**config.mk**
```make
export PLATFORM = sky130hd
export DESIGN_NAME = vreg_group_seq_flat
export DESIGN_NICKNAME = d
export VERILOG_FILES = /design/src/rtl/vreg_group_seq_pkg.sv /design/src/rtl/vreg_group_seq_if.sv /design/src/rtl/vreg_group_seq_ctr.sv /design/src/rtl/vreg_group_seq.sv /design/src/flat_wrapper.sv
export SDC_FILE = /design/constraint.sdc
export NUM_CORES = 1
export LEC_CHECK = 0
export CAP_MARGIN = 20
export CORE_MARGIN = 10
export CORE_UTILIZATION = 50
export CTS_BUF_LIST = sky130_fd_sc_hd__clkbuf_8
export CTS_CLUSTER_DIAMETER = 40
export DETAILED_ROUTE_END_ITERATION = 12
export PLACE_DENSITY = 0.75
export SLEW_MARGIN = 25
export SYNTH_ARGS = -nofsm -noshare
export SYNTH_HDL_FRONTEND = slang
export SYNTH_HIERARCHICAL = 1
export SYNTH_SLANG_ARGS = --single-unit
```
**constraint.sdc**
```tcl
create_clock -name clk -period 2.8 [get_ports clk]
set_clock_uncertainty 0.15 [all_clocks]
set_input_delay 0.42 -clock clk [delete_from_list [all_inputs] [get_ports clk]]
set_output_delay 0.42 -clock clk [all_outputs]
set_load 0.02 [all_outputs]
```
**src/rtl/vreg_group_seq_pkg.sv**
```systemverilog
// Shared types and default widths for the vector register group sequencer.
// Holds the state enum, default parameter values and the request bundle.
package vreg_seq_pkg;

  localparam int ADDR_W = 5;
  localparam int OFF_W  = 8;
  localparam int REG_W  = 3;

  typedef enum logic {
    IDLE = 1'b0,
    BUSY = 1'b1
  } state_t;

  typedef struct packed {
    logic [ADDR_W-1:0] base;
    logic [REG_W-1:0]  max_reg;
    logic [OFF_W-1:0]  max_off;
  } req_t;

endpackage

```
**src/rtl/vreg_group_seq_if.sv**
```systemverilog
// Request and beat handshake bundle for vreg_group_seq.
// master: issue side / beat consumer; slave: the sequencer.
interface vreg_group_seq_if
  import vreg_seq_pkg::*;
#(
  parameter int AW = ADDR_W,
  parameter int OW = OFF_W,
  parameter int RW = REG_W
);

  logic          req_valid;
  logic          req_ready;
  logic [AW-1:0] req_base;
  logic [RW-1:0] req_max_reg;
  logic [OW-1:0] req_max_off;
  logic [OW-1:0] req_start_off;
  logic          out_valid;
  logic          out_ready;
  logic [AW-1:0] out_addr;
  logic [OW-1:0] out_off;
  logic          out_start;
  logic          out_end;
  logic          busy;

  modport master (
    output req_valid, req_base,
    output req_max_reg, req_max_off,
    output req_start_off, out_ready,
    input  req_ready, out_valid,
    input  out_addr, out_off,
    input  out_start, out_end, busy
  );

  modport slave (
    input  req_valid, req_base,
    input  req_max_reg, req_max_off,
    input  req_start_off, out_ready,
    output req_ready, out_valid,
    output out_addr, out_off,
    output out_start, out_end, busy
  );

endinterface

```
**src/rtl/vreg_group_seq_ctr.sv**
```systemverilog
// Two-level (reg, off) counter: load, advance, registered terminal count.
// Ports: load/adv controls, limits + start offset in, off/wrap/tc out.
module vreg_nested_ctr #(
  parameter int RW = 3,
  parameter int OW = 8
) (
  input  logic          clk,
  input  logic          rst_n,
  input  logic          load,
  input  logic          adv,
  input  logic [RW-1:0] ld_max_reg,
  input  logic [OW-1:0] ld_max_off,
  input  logic [OW-1:0] ld_off,
  output logic [OW-1:0] off,
  output logic          wrap,
  output logic          tc
);

  logic [RW-1:0] reg_q, reg_d;
  logic [OW-1:0] off_q, off_d;
  logic [RW-1:0] mreg_q, mreg_d;
  logic [OW-1:0] moff_q, moff_d;
  logic          tc_q, tc_d;

  assign wrap = off_q == moff_q;

  always_comb begin
    reg_d  = reg_q;
    off_d  = off_q;
    mreg_d = mreg_q;
    moff_d = moff_q;
    if (load) begin
      reg_d  = '0;
      off_d  = ld_off;
      mreg_d = ld_max_reg;
      moff_d = ld_max_off;
    end else if (adv) begin
      if (wrap) begin
        off_d = '0;
        reg_d = reg_q + RW'(1);
      end else begin
        off_d = off_q + OW'(1);
      end
    end
    // end flag is precomputed so it lands with the beat it marks
    tc_d = (reg_d == mreg_d) && (off_d == moff_d);
  end

  always_ff @(posedge clk or negedge rst_n) begin
    if (!rst_n) begin
      reg_q  <= '0;
      off_q  <= '0;
      mreg_q <= '0;
      moff_q <= '0;
      tc_q   <= 1'b0;
    end else begin
      reg_q  <= reg_d;
      off_q  <= off_d;
      mreg_q <= mreg_d;
      moff_q <= moff_d;
      tc_q   <= tc_d;
    end
  end

  assign off = off_q;
  assign tc  = tc_q;

endmodule

```
**src/rtl/vreg_group_seq.sv**
```systemverilog
// Register-group address sequencer: one (addr, off) beat per cycle.
// Ports: clk, rst_n (async low), bus (request in, beat out, busy).
module vreg_group_seq
  import vreg_seq_pkg::*;
#(
  parameter int ADDR_WIDTH = ADDR_W,
  parameter int OFF_WIDTH  = OFF_W,
  parameter int REG_WIDTH  = REG_W
) (
  input logic             clk,
  input logic             rst_n,
  vreg_group_seq_if.slave bus
);

  state_t                state;
  logic                  vld_q;
  logic                  start_q;
  logic [ADDR_WIDTH-1:0] addr_q;
  logic [OFF_WIDTH-1:0]  off;
  logic [OFF_WIDTH-1:0]  ld_off;
  logic                  wrap;
  logic                  tc;
  logic                  fire;
  logic                  last;
  logic                  accept;
  logic                  adv;
  logic                  ready;

  assign fire   = vld_q & bus.out_ready;
  assign last   = fire & tc;
  assign adv    = fire & ~tc;
  assign ready  = (state == IDLE) | last;
  assign accept = bus.req_valid & ready;

  // vstart beyond the register length collapses to the last element
  assign ld_off = (bus.req_start_off > bus.req_max_off)
                ? bus.req_max_off : bus.req_start_off;

  vreg_nested_ctr #(
    .RW(REG_WIDTH),
    .OW(OFF_WIDTH)
  ) u_ctr (
    .clk       (clk),
    .rst_n     (rst_n),
    .load      (accept),
    .adv       (adv),
    .ld_max_reg(bus.req_max_reg),
    .ld_max_off(bus.req_max_off),
    .ld_off    (ld_off),
    .off       (off),
    .wrap      (wrap),
    .tc        (tc)
  );

  always_ff @(posedge clk or negedge rst_n) begin
    if (!rst_n) begin
      state   <= IDLE;
      vld_q   <= 1'b0;
      start_q <= 1'b0;
      addr_q  <= '0;
    end else if (accept) begin
      state   <= BUSY;
      vld_q   <= 1'b1;
      start_q <= 1'b1;
      addr_q  <= bus.req_base;
    end else if (last) begin
      state   <= IDLE;
      vld_q   <= 1'b0;
      start_q <= 1'b0;
    end else if (adv) begin
      start_q <= 1'b0;
      // address tracks base+reg; overflow wraps silently
      if (wrap) addr_q <= addr_q + ADDR_WIDTH'(1);
    end
  end

  assign bus.req_ready = ready;
  assign bus.out_valid = vld_q;
  assign bus.out_addr  = addr_q;
  assign bus.out_off   = off;
  assign bus.out_start = start_q;
  assign bus.out_end   = tc;
  assign bus.busy      = vld_q;

endmodule

```
**src/flat_wrapper.sv**
```systemverilog
// flat-port wrapper written by rule: the top's interface ports become plain ports
module vreg_group_seq_flat import vreg_seq_pkg::*;
#(
  parameter int ADDR_WIDTH = ADDR_W,
  parameter int OFF_WIDTH  = OFF_W,
  parameter int REG_WIDTH  = REG_W
)
  (clk, rst_n, bus_req_valid, bus_req_base, bus_req_max_reg, bus_req_max_off, bus_req_start_off, bus_out_ready, bus_req_ready, bus_out_valid, bus_out_addr, bus_out_off, bus_out_start, bus_out_end, bus_busy);
  vreg_group_seq_if bus_i ();
  input logic clk;
  input logic rst_n;
  input wire logic [$bits(bus_i.req_valid)-1:0] bus_req_valid;
  input wire logic [$bits(bus_i.req_base)-1:0] bus_req_base;
  input wire logic [$bits(bus_i.req_max_reg)-1:0] bus_req_max_reg;
  input wire logic [$bits(bus_i.req_max_off)-1:0] bus_req_max_off;
  input wire logic [$bits(bus_i.req_start_off)-1:0] bus_req_start_off;
  input wire logic [$bits(bus_i.out_ready)-1:0] bus_out_ready;
  output wire logic [$bits(bus_i.req_ready)-1:0] bus_req_ready;
  output wire logic [$bits(bus_i.out_valid)-1:0] bus_out_valid;
  output wire logic [$bits(bus_i.out_addr)-1:0] bus_out_addr;
  output wire logic [$bits(bus_i.out_off)-1:0] bus_out_off;
  output wire logic [$bits(bus_i.out_start)-1:0] bus_out_start;
  output wire logic [$bits(bus_i.out_end)-1:0] bus_out_end;
  output wire logic [$bits(bus_i.busy)-1:0] bus_busy;
  assign bus_i.req_valid = bus_req_valid;
  assign bus_i.req_base = bus_req_base;
  assign bus_i.req_max_reg = bus_req_max_reg;
  assign bus_i.req_max_off = bus_req_max_off;
  assign bus_i.req_start_off = bus_req_start_off;
  assign bus_i.out_ready = bus_out_ready;
  assign bus_req_ready = bus_i.req_ready;
  assign bus_out_valid = bus_i.out_valid;
  assign bus_out_addr = bus_i.out_addr;
  assign bus_out_off = bus_i.out_off;
  assign bus_out_start = bus_i.out_start;
  assign bus_out_end = bus_i.out_end;
  assign bus_busy = bus_i.busy;
  vreg_group_seq #(.ADDR_WIDTH(ADDR_WIDTH), .OFF_WIDTH(OFF_WIDTH), .REG_WIDTH(REG_WIDTH)) u_core (.clk(clk), .rst_n(rst_n), .bus(bus_i));
endmodule
```
; After elaboration in Yosys (flattened, before gate mapping)
; Index checks and enable logic that the tools add are counted.
[word_totals]
ff_bits = 30
input_bits = 28
[classes]
n_addsub = 3
order_cmp = 1
n_eq_ne = 4
muxes = 18
bitwise = 7
n_reduce_logical = 6
[ops]
columns = cell, n
row1 = $mux W8, 5
row2 = $mux W5, 4
row3 = $eq A8 B8 Y1, 2
row4 = $mux W3, 4
row5 = $add A8 B1 Y8 const B, 1
row6 = $gt A8 B8 Y1, 1
row7 = $reduce_bool A2 Y1, 3
row8 = $add A5 B1 Y5 const B, 1
row9 = $mux W1, 5
row10 = $and A1 B1 Y1, 4
row11 = $add A3 B1 Y3 const B, 1
row12 = $eq A3 B3 Y1, 1
row13 = $reduce_and A3 Y1, 1
row14 = $reduce_bool A3 Y1, 1
row15 = $ne A2 B2 Y1 const B, 1
row16 = $not A1 Y1, 2
row17 = $logic_and A1 B1 Y1, 1
row18 = $or A1 B1 Y1, 1

; Depth between registers and ports, before layout
[depth]
ltp_word = 7
depth_mapped = 14
ltp_nobuf = 12

; Cells and area by module
; The synthesis kept the hierarchy.
[by_module_without_submodules]
columns = mod, n_inst, cells_each, area_per_inst_um2, seq_area_each_um2
row1 = vreg_nested_ctr, 1, 127, 1350.0, 575.6
row2 = vreg_group_seq, 1, 122, 942.2, 175.2

; Least setup slack after synthesis
; OpenSTA, ideal clock, no wires.
[synth_path]
path_type = input-to-reg
from = input port bus_req_max_off[1]
to = register u_core.u_ctr.tc_q, in the netlist u_core/u_ctr/tc
arrival_time_ps = 2763
t_required_ps = 2549
slack_ps = -214
cell_stages = 14
path_buffers = 2
cell_sequence = inv_1 ha_1 nor2b_1 o211a_1 buf_6 or4_4 buf_6 a211oi_2 xor2_1 nor3_1 a21oi_1 a31oi_1 nand4_1 nor4_1
[synth_between]
elab_chain_len = 5
word_cells_on_any_way = 6
classes_between = 1 x order compare / 1 x eq/ne / 3 x mux / 1 x reduce/logical
[synth_lines]
columns = item, line
row1 = from (decl), flat_wrapper.sv:15  ; input wire logic [$bits(bus_i.req_max_off)-1:0] bus_req_max_off;
row2 = $gt A8 B8 Y1, vreg_group_seq.sv:36  ; assign ld_off = (bus.req_start_off > bus.req_max_off)
row3 = $mux W8, vreg_group_seq.sv:37  ; ? bus.req_max_off : bus.req_start_off;
row4 = named net u_core.ld_off[3], vreg_group_seq.sv:20  ; logic [OFF_WIDTH-1:0] ld_off;
row5 = $mux W8, vreg_group_seq_ctr.sv:32  ; if (load) begin
row6 = $eq A8 B8 Y1, vreg_group_seq_ctr.sv:46  ; tc_d = (reg_d == mreg_d) && (off_d == moff_d);
row7 = $logic_and A1 B1 Y1, vreg_group_seq_ctr.sv:46
row8 = named net u_core.u_ctr.tc_d, vreg_group_seq_ctr.sv:23  ; logic tc_q, tc_d;
row9 = to (signal assigned), vreg_group_seq_ctr.sv:61  ; tc_q <= tc_d;
row10 = to (decl), vreg_group_seq_ctr.sv:23
; The timed path passes the listed nets, and every way through them passes these cells.
; A chain may end at the register's enable or synchronous reset.

; Worst setup path after layout
[layout_path]
from = input port bus_req_max_off[1]
to = register u_core.u_ctr.tc_q, in the netlist u_core/u_ctr/tc
[layout_between]
elab_chain_len = 5
word_cells_on_any_way = 6
classes_between = 1 x order compare / 1 x eq/ne / 3 x mux / 1 x reduce/logical
[layout_lines]
columns = item, line
row1 = $gt A8 B8 Y1, vreg_group_seq.sv:36
row2 = $mux W8, vreg_group_seq.sv:37
row3 = named net u_core.ld_off[6], vreg_group_seq.sv:20
row4 = $mux W8, vreg_group_seq_ctr.sv:32
row5 = named net u_core.u_ctr.off_d[6], vreg_group_seq_ctr.sv:20  ; logic [OW-1:0] off_q, off_d;
row6 = $eq A8 B8 Y1, vreg_group_seq_ctr.sv:46
row7 = $logic_and A1 B1 Y1, vreg_group_seq_ctr.sv:46
row8 = named net u_core.u_ctr.tc_d, vreg_group_seq_ctr.sv:23
; The timed path passes the listed nets, and every way through them passes these cells.

==> results.txt <==
* Number of flip-flops and latches in the synthesized netlist: 30
- Number of failing setup endpoints in the final timing report: 1
- Vertical die dimension: slightly below 90 um
* Most frequent standard cell in the layout excluding fill and tap cells: sky130_fd_sc_hd__buf_4
* Worst slew slack as a fraction of its limit: 68.7%
- In the synthesized netlist, the number of instances is around 250.
- 46 I/O pins were placed.
- Measured in cells, the most critical reg-to-reg path has a length of 9.
* Min Hold Slack: 0.325 ns
- Vias in the first global route: 2281
- The synthesized netlist occupies a cell area of around 0.0023 mm^2.
* Sink count of the clock tree: 30
- Setup repair after global routing could not meet its margin everywhere.
- VDD sags by at most 0.000294 V.
- Final WL: 6.52 mm
- Minimum setup slack in the final design: -0.112 ns
- A synthesized cell averages 9.21 um^2.
- Counting instances, the worst hold path has a depth of 2.
- Clock latency on the worst-skew pair, taken at its later pin, is 0.28 ns.
- For this run, asynchronously set or reset flops after synthesis account for 100%.
- Antenna violation net count after detailed routing: 0
- CTS hold repair buffers: 0
- Routed via count divided by cell count: 5.68
- Wire length of the first global-routing pass: 10.9 mm
- Among all flip-flop cells after synthesis, the most frequent one is sky130_fd_sc_hd__dfrtp_1.
* Starting DRC count in detailed routing: 120
* Global-route congestion overflow total: 0
- Hold Fails Final Rpt: 0
* Max Buffers Root-to-Sink: 2
- Final min period: 2.91 ns
- Root buffer cell: sky130_fd_sc_hd__clkbuf_8
- Number of vias after detailed routing: 2217
* Setup Crit Path Kind: in2reg
* Arrival @ worst endpoint: 2.95 ns
* Endpoint required time on the critical path: around 2.8 ns
* Synth warn: 6
* Class of the most critical hold timing path: reg2reg
- Once detailed placement completed, the half-perimeter wirelength came to between 4 and 5 mm.
- Area inside the core boundary: ~0.0044 mm^2
- Fraction of final layout cells with drive strength greater than 1: ~36%
* Total GRT Usage: 17.5%
* Setup WS pre-CTS: -0.809 ns
- At the pin with the least slew margin, the transition time is roughly 0.46 ns.
* Failing checks: negative setup slack
- Post-route core utilization: 76.9%
* Initial Utilization: 52.3%
- After synthesis, the netlist uses 42 different library cells.
* Most frequent cells in the layout: 49 x sky130_fd_sc_hd__buf_4, 30 x sky130_fd_sc_hd__dfrtp_1, 29 x sky130_fd_sc_hd__clkdlybuf4s50_1
* Site Rows: 24
- In this run the horizontal extent of the chip is between 80 and 90 um.
- The worst setup path is launched from an input pin.
- CP Max Fanout: 6
- Number of antenna violations at the first check in global routing: 0
- Pin count of the biggest net entering global routing: 31
- In the routed design, unresolved DRC markers number 0.
* CTS HTree Levels: 2
- TritonCTS clock tree: yes
* Placer congestion estimate: 0.866
- Synth Net Count: 288
* Number of buffers created by CTS: 5
* Clock slew at the register clock pins of the worst setup and hold paths: roughly 0.06 ns
* Final-report max-slew violation count: 0
* Routed length per placed instance: 16.7 um
- Final worst path period share: 104%
* Number of flops mapped to enable cells by yosys: 0
- Total power for the finished layout comes to ~2.4 mW.
- For this run, the top clock speed supported by timing is ~0.34 GHz.
- Final nets: ~380
- CP Capture Type: flop
- Count of input and output buffers: 45
* Max_cap viols: 0
* Ant diodes: 0
* Leakage power figure: 1.44 nW
- Outcome: complete, but fails checks
- Relative to the synthesized area, the layout overhead comes to 47.1%.
- Power spread over the standard cell area amounts to 700 mW/mm^2.
* Sequential fraction of the synthesis area: 32.8%
- Before antenna repair, the detailed router went through 4 iterations.
- The die covers 0.00769 mm^2.
worst paths after layout:
path,startpoint,to,slack [ns]
min reg2reg,u_core/bus.out_start,u_core/bus.out_start,0.32
max in group asynchronous,rst_n,u_core/u_ctr/moff_q[1],1.85
min,u_core/bus.out_start,u_core/bus.out_start,0.32
max reg2reg,u_core/bus.busy,u_core/u_ctr/tc,0.30
max,bus_req_max_off[1],u_core/u_ctr/tc,-0.11
min in group asynchronous,rst_n,u_core/u_ctr/off[1],0.37
critical path, cell delays in order:
cell,delay (ns)
sky130_fd_sc_hd__buf_8,0.10
sky130_fd_sc_hd__inv_4,0.04
sky130_fd_sc_hd__ha_4,0.19
sky130_fd_sc_hd__nor2b_4,0.12
sky130_fd_sc_hd__o211a_1,0.24
sky130_fd_sc_hd__or4_4,0.61
sky130_fd_sc_hd__buf_6,0.16
sky130_fd_sc_hd__a211oi_2,0.22
sky130_fd_sc_hd__nand2_1,0.13
sky130_fd_sc_hd__o31ai_4,0.09
sky130_fd_sc_hd__xnor2_1,0.15
sky130_fd_sc_hd__nand4_1,0.15
sky130_fd_sc_hd__nor4_2,0.31
Yosys cell counts, types with 3 or more instances:
library cell,instances,area share (%)
sky130_fd_sc_hd__a21oi_1,11,2.4
sky130_fd_sc_hd__mux2i_1,3,1.3
sky130_fd_sc_hd__xor2_1,8,3.1
sky130_fd_sc_hd__nor3_1,10,2.2
sky130_fd_sc_hd__inv_1,13,2.1
sky130_fd_sc_hd__clkbuf_1,7,1.1
sky130_fd_sc_hd__dfrtp_1,30,33
sky130_fd_sc_hd__buf_2,3,0.65
sky130_fd_sc_hd__xnor2_1,22,8.4
sky130_fd_sc_hd__mux2_2,12,5.9
sky130_fd_sc_hd__ha_1,11,6.0
sky130_fd_sc_hd__a211oi_2,9,4.9
sky130_fd_sc_hd__nor4b_1,9,3.4
sky130_fd_sc_hd__nor2_1,24,3.9
sky130_fd_sc_hd__nand4_1,10,2.7
sky130_fd_sc_hd__nand2_1,24,3.9
sky130_fd_sc_hd__o31ai_1,6,2.0
sky130_fd_sc_hd__o22ai_1,9,2.5
through the flow:
step / std cells / instance area [um^2] / setup TNS (ns)
global placement: 376 / 3080 / -1.66
floorplan: 249 / 2290 / -0.214
detailed placement: 376 / 3080 / -2.11
finish: 390 / 3370 / -0.112
global route: 390 / 3370 / -0.155
CTS: 388 / 3330 / -0.0851
logic make-up (layout without fill, tap and decap cells):
| logic type | after synthesis | after routing | share of synthesized area, % |
|---|---|---|---|
| compound gates | 46 | 46 | 15.6 |
| xor+xnor | 31 | 31 | 12.5 |
| fa+ha+maj | 11 | 11 | 6.00 |
| buf+inv | 28 | 117 | 5.57 |
| flops | 30 | 30 | 32.8 |
| mux | 15 | 15 | 7.21 |
| simple gates | 88 | 88 | 20.4 |
registers in the layout, indices dropped and copies added (netlist names):
name and flops:
u_core/bus.out_start 1, u_core/bus.busy 1, u_core/bus.out_addr 5, u_core/u_ctr/mreg_q 3, u_core/u_ctr/reg_q 3, u_core/u_ctr/off 8, u_core/u_ctr/tc 1, u_core/u_ctr/moff_q 8
layer usage:
metal  vias up  GRT usage, %  share of wire, %
met1      1052          20.1                41
met5         -             0                 0
met3        14          4.55               6.9
met2        79          30.2                50
met4         0          6.96               2.5
li1       1072             -                 -
final cells by class:
class / count / area [um^2]
inverters: 13 / 51.3
clock buffers: 8 / 110
repair buffers: 96 / 815
multi-input cells: 191 / 1580
fillers: 314 / 1010
well taps: 52 / 65.1
flip-flops and latches: 30 / 751
power by group:
group	internal [mW]	switching (mW)
clock	0.248	0.156
combinational	0.638	0.578
sequential	0.569	0.171
timing repair:
| item | CTS | global route |
|---|---|---|
| resized for setup | 59 | 21 |
| buffers inserted | 4 | 2 |
| setup endpoints to repair | 1 | 1 |
| pin swaps | 11 | 13 |
Note: power is estimated with default switching activity, not from simulation.
